<file path="src/rtl/multi_tick_pkg.sv">
// Shared constants for the multi-channel tick generator: default widths/divisors,
// LFSR seed/taps and the standard game rate divisors.
package multi_tick_pkg;

    localparam int          CNT_W_DEF  = 30;
    localparam int unsigned DIV_DEF    = 7500000;

    localparam logic [15:0] LFSR_SEED  = 16'hACE1;
    localparam logic [15:0] LFSR_TAPS  = 16'hB400;

    localparam int unsigned MOVE_DIV   = 7500000;
    localparam int unsigned BLUE_DIV   = 2500000;
    localparam int unsigned GREEN_DIV  = 2000000;
    localparam int unsigned YELLOW_DIV = 3000000;
    localparam int unsigned SEC_DIV    = 55000000;

    // Galois step, x^16+x^14+x^13+x^11+1
    function automatic logic [15:0] lfsr_next(input logic [15:0] s);
        return (s >> 1) ^ (s[0] ? LFSR_TAPS : 16'h0000);
    endfunction

endpackage

</file>
<file path="src/rtl/tick_channel.sv">
// One divider channel: counter, active/shadow divisor, tick strobe and div_clk toggle.
// Shadow divisor is only promoted at terminal count (or sync) so half-periods never truncate.
module tick_channel
    import multi_tick_pkg::*;
#(
    parameter int          CNT_W       = CNT_W_DEF,
    parameter int unsigned DEFAULT_DIV = DIV_DEF
) (
    input  logic             CLK,
    input  logic             RST,
    input  logic             en,
    input  logic             sync,
    input  logic             wr,
    input  logic [CNT_W-1:0] div_data,
    output logic             tick,
    output logic             div_clk,
    output logic             wr_pend
);

    localparam logic [CNT_W-1:0] DIV_INIT = CNT_W'(DEFAULT_DIV);

    logic [CNT_W-1:0] cnt;
    logic [CNT_W-1:0] div_act;
    logic [CNT_W-1:0] shadow;
    logic             term;

    assign term = (cnt == div_act);

    always_ff @(posedge CLK) begin
        if (RST) begin
            cnt     <= '0;
            tick    <= 1'b0;
            div_clk <= 1'b0;
            wr_pend <= 1'b0;
            div_act <= DIV_INIT;
            shadow  <= DIV_INIT;
        end else if (sync) begin
            cnt     <= '0;
            tick    <= 1'b0;
            div_clk <= 1'b0;
            wr_pend <= 1'b0;
            if (wr) begin
                div_act <= div_data;
                shadow  <= div_data;
            end else if (wr_pend) begin
                div_act <= shadow;
            end
        end else begin
            if (en) begin
                if (term) begin
                    cnt     <= '0;
                    tick    <= 1'b1;
                    div_clk <= ~div_clk;
                    if (wr_pend) begin
                        div_act <= shadow;
                        wr_pend <= 1'b0;
                    end
                end else begin
                    cnt  <= cnt + 1'b1;
                    tick <= 1'b0;
                end
            end else begin
                tick <= 1'b0;
            end
            // A write landing on the terminal cycle stays pending for the next one
            if (wr) begin
                shadow  <= div_data;
                wr_pend <= 1'b1;
            end
        end
    end

endmodule

</file>
<file path="src/rtl/multi_tick_gen.sv">
// Multi-channel clock-enable generator: address decode, sync fan-out, N_CH tick_channels.
// Define MULTI_TICK_LFSR_EN to add the 16-bit rnd output advanced by tick[0].
module multi_tick_gen
    import multi_tick_pkg::*;
#(
    parameter  int          N_CH        = 4,
    parameter  int          CNT_W       = CNT_W_DEF,
    parameter  int unsigned DEFAULT_DIV = DIV_DEF,
    localparam int          SEL_W       = (N_CH > 1) ? $clog2(N_CH) : 1
) (
    input  logic             CLK,
    input  logic             RST,
    input  logic             en,
    input  logic             sync,
    input  logic             div_wr,
    input  logic [SEL_W-1:0] ch_sel,
    input  logic [CNT_W-1:0] div_data,
    output logic [N_CH-1:0]  tick,
    output logic [N_CH-1:0]  div_clk,
    output logic [N_CH-1:0]  wr_pend
`ifdef MULTI_TICK_LFSR_EN
    ,
    output logic [15:0]      rnd
`endif
);

    // Out-of-range ch_sel matches no channel, so the write is dropped
    for (genvar i = 0; i < N_CH; i++) begin : g_ch
        tick_channel #(
            .CNT_W      (CNT_W),
            .DEFAULT_DIV(DEFAULT_DIV)
        ) u_ch (
            .CLK     (CLK),
            .RST     (RST),
            .en      (en),
            .sync    (sync),
            .wr      (div_wr && (ch_sel == SEL_W'(i))),
            .div_data(div_data),
            .tick    (tick[i]),
            .div_clk (div_clk[i]),
            .wr_pend (wr_pend[i])
        );
    end

`ifdef MULTI_TICK_LFSR_EN
    always_ff @(posedge CLK) begin
        if (RST || sync) begin
            rnd <= LFSR_SEED;
        end else if (tick[0]) begin
            rnd <= lfsr_next(rnd);
        end
    end
`endif

endmodule
</file>
<file path="config.mk">
export PLATFORM = sky130hd
export DESIGN_NAME = multi_tick_gen
export DESIGN_NICKNAME = d
export VERILOG_FILES = /design/src/rtl/multi_tick_pkg.sv /design/src/rtl/tick_channel.sv /design/src/rtl/multi_tick_gen.sv
export SDC_FILE = /design/constraint.sdc
export NUM_CORES = 1
export LEC_CHECK = 0
export ABC_CLOCK_PERIOD_IN_PS = 2200
export BUFFER_PORTS_ARGS = -buffer_cell sky130_fd_sc_hd__buf_2
export CORE_MARGIN = 2
export CORE_UTILIZATION = 65
export CTS_BUF_LIST = sky130_fd_sc_hd__clkbuf_2 sky130_fd_sc_hd__clkbuf_4 sky130_fd_sc_hd__clkbuf_8
export DETAILED_ROUTE_END_ITERATION = 8
export PLACE_DENSITY = 0.85
export SLEW_MARGIN = 20
export SYNTH_ARGS = -nofsm -noshare
export SYNTH_HDL_FRONTEND = slang
export SYNTH_HIERARCHICAL = 1
export SYNTH_SLANG_ARGS = --single-unit
</file>
<file path="constraint.sdc">
create_clock -name CLK -period 2.2 [get_ports CLK]
set_input_delay 0.11 -clock CLK [delete_from_list [all_inputs] [get_ports CLK]]
set_output_delay 0.11 -clock CLK [all_outputs]
set_load 0.01 [all_outputs]
</file>
==> results.toml <==
[logic_synthesis]
synthTopCellsByArea = "dfxtp_1, mux2i_1, nor2_1"
yosys_register_bits = 372
syn_area_mm2 = 0.0190
syn_nets = 2105
ys_warn_count = 6
synth_area_leader_cell = "dfxtp_1"
ys_seq_area_share_pct = 39.3
synthCells = 2064
yosysTopAreaCellShare_pct = 39.3
synth_area_per_cell_um2 = 9.18
synth.distinct_cells = 46

[setup_path]
cpMostUsedCell = "buf_4"
cp_slowest_cell = "nor4_1"
cp.arrival_ns = 2.60
end_kind = "flop"
critPathMaxFanout = 13
worstPathRequired_ns = 2.69
startpoint_type = "flop"
cp_cell_sequence = "and4_2 -> nand4_4 -> buf_4 -> nor4_1 -> buf_4 -> xnor2_1 -> nor2_1"
critPathKind = "reg -> reg"
critical_path_buf_inv_count = 2
cpLargestDelayFamily = "simple AND/OR/NAND/NOR gates"
slowest_delay_ns = 0.51

[place]
dp.cells = 2417
placed_area_mm2 = 0.0196
place_ws_ns = 0.150
dp_hpwl_um = 30300
place_congestion = 0.893
io_buffer_count = 48

[final_layout]
seqCellArea_mm2 = 0.00745
final_util_pct = 74.0
final_cell_area_mm2 = 0.0212
fillers = 1922
drive_gt1_share_pct = 12.1
layout_commonest_cell = "nor2_1"
multi_input_area_mm2 = 0.0108
fin_nets = 2166
finalNonFillerCells = 2555
syn_to_final_growth_pct = 12.1
final_cell_mix = "nor2_1, dfxtp_1, mux2i_1"

[cts]
ctsLongestPathBuffers = 3
clk_pin_slew_ns = 0.06
cts_root_buf = "clkbuf_8"
worst_skew_pair.late_latency_ns = 0.63
clock_sinks = 372
tritoncts = "done"
cts_buffers = 59
h-tree-depth = 2
post_cts_buffers = 0

[grt]
grt_max_degree = 95
grt_pass1_vias = 14878
antenna_found_initial = 1
grt_usage_pct = 31.0
grt_pass1_wl_um = 76800
grt_overflow = 0

[power]
power_density_mw_per_mm2 = 680
ir_drop_mv = 0.584
p_leak_nw = 7.61
total_power_mw = 14.4

[detailed_routing]
drc = 0
dr.first_iter.drc_count = 1295
dr.pass1.iters = 5
ant_nets = 0
wirelength_um = 47800
num_vias = 15206
wl_per_cell_um = 18.7
viasPerCell = 5.95

[floorplan]
dieArea_mm2 = 0.0305
fp.coreArea_mm2 = 0.0287
rows = 62
die_h_um = 175
io_pins = 49
initial_core_util_pct = 66.0
die_w_um = 175

[sta]
rsz0062_at_grt = "false"
slew_viol_final = 0
skew_ns = 0.0337
tightestPinTransition_ns = 0.679
hold_ws_ns = 0.0378
period_share_pct = 95.8
max_freq_ghz = 0.475
finalHoldViolations = 0
setup_ws_ns = 0.0927
final.min_clock_period_ns = 2.11
setup_tns_ns = 0
slew-limit-headroom_pct = 54.7
setup_viol = 0

[outcome]
run_status = "finished clean"

[hold_path]
hold_class = "in -> reg"

[run]
drv_cap = 0
## sequential cells by signal, indices dropped and copies added (netlist names)
register / flops
g_ch.u_ch/cnt: 120
g_ch.u_ch/div_act: 120
g_ch.u_ch/shadow: 120
g_ch.u_ch/div_clk: 4
g_ch.u_ch/tick: 4
g_ch.u_ch/wr_pend: 4
## Yosys cell counts (all sizes together)
master and n:
xnor2 174, and4 14, mux2i 324, xor2 56
or4 2, dfxtp 372, nor4b 2, o21a 6
ha 4, a21bo 2, nand3 40, buf 62
nand2b 80, o21ba 2, nor3 28, and3b 2
nor3b 1, a211o 122, nor2b 44, nand4 44
inv 18, and2 4, o21ai 10, a21boi 6
a21oi 48, nor2 414, nand3b 2, nand2 38
or3 10, clkbuf 78, and3 15, nor4 40
## repair_timing
item / in CTS / in global routing
setup endpoints to repair: 0 / 19
gates resized for setup: 0 / 2
hold buffers: 31 / 0
hold endpoints to repair: 121 / 0
## worst min-delay path: stages
cell and delay [ns]:
buf_2 0.13, nor3b_4 0.07, nand2_2 0.08, a21oi_1 0.06, nor2_1 0.08, mux2i_1 0.07
## cell type report
| type | instances | share of cell area (%) |
|---|---|---|
| sequential | 372 | 35.1 |
| multi-input combinational | 1534 | 50.7 |
| clock inverter | 8 | 0.353 |
| inverter | 18 | 0.318 |
| tap | 384 | 2.26 |
| timing repair buffer | 140 | 5.56 |
| clock buffer | 98 | 5.67 |
| antenna | 1 | 0.0118 |
## where the power goes
part	internal [mW]	switching [mW]	total, mW
Combinational	0.465	0.654	1.12
Sequential	6.89	0.118	7.00
Clock	3.55	2.77	6.32
Total	10.9	3.54	14.4
## per-layer routing
metal	global-route usage, %	routed length [um]	vias to the layer above
met2	50.0	21800	553
met4	15.5	2440	0
met3	4.35	3320	162
met1	40.8	20200	7254
met5	0	0	-
li1	-	-	7237
## cells by family after synthesis
kind of cell	share of synthesized area [%]
and+or+nand+nor	20.7
DFF	39.3
muxes	17.1
xor gates and xnor gates	10.6
AOI/OAI and AO/OA	7.89
buffers and inverters	4.09
adders and majority gates	0.264
## path summary, 6_finish.rpt
| check | startpoint | endpoint | slack [ns] | cells past startpoint |
|---|---|---|---|---|
| hold / removal | ch_sel[0] | g_ch[0].u_ch/div_act[12] | 0.04 | 6 |
| hold reg to reg | g_ch[0].u_ch/shadow[10] | g_ch[0].u_ch/shadow[10] | 0.50 | 2 |
| setup / recovery | g_ch[2].u_ch/cnt[6] | g_ch[2].u_ch/cnt[29] | 0.09 | 7 |
| setup reg to reg | g_ch[2].u_ch/cnt[6] | g_ch[2].u_ch/cnt[29] | 0.09 | 7 |
Note: power is estimated with default switching activity, not from simulation.
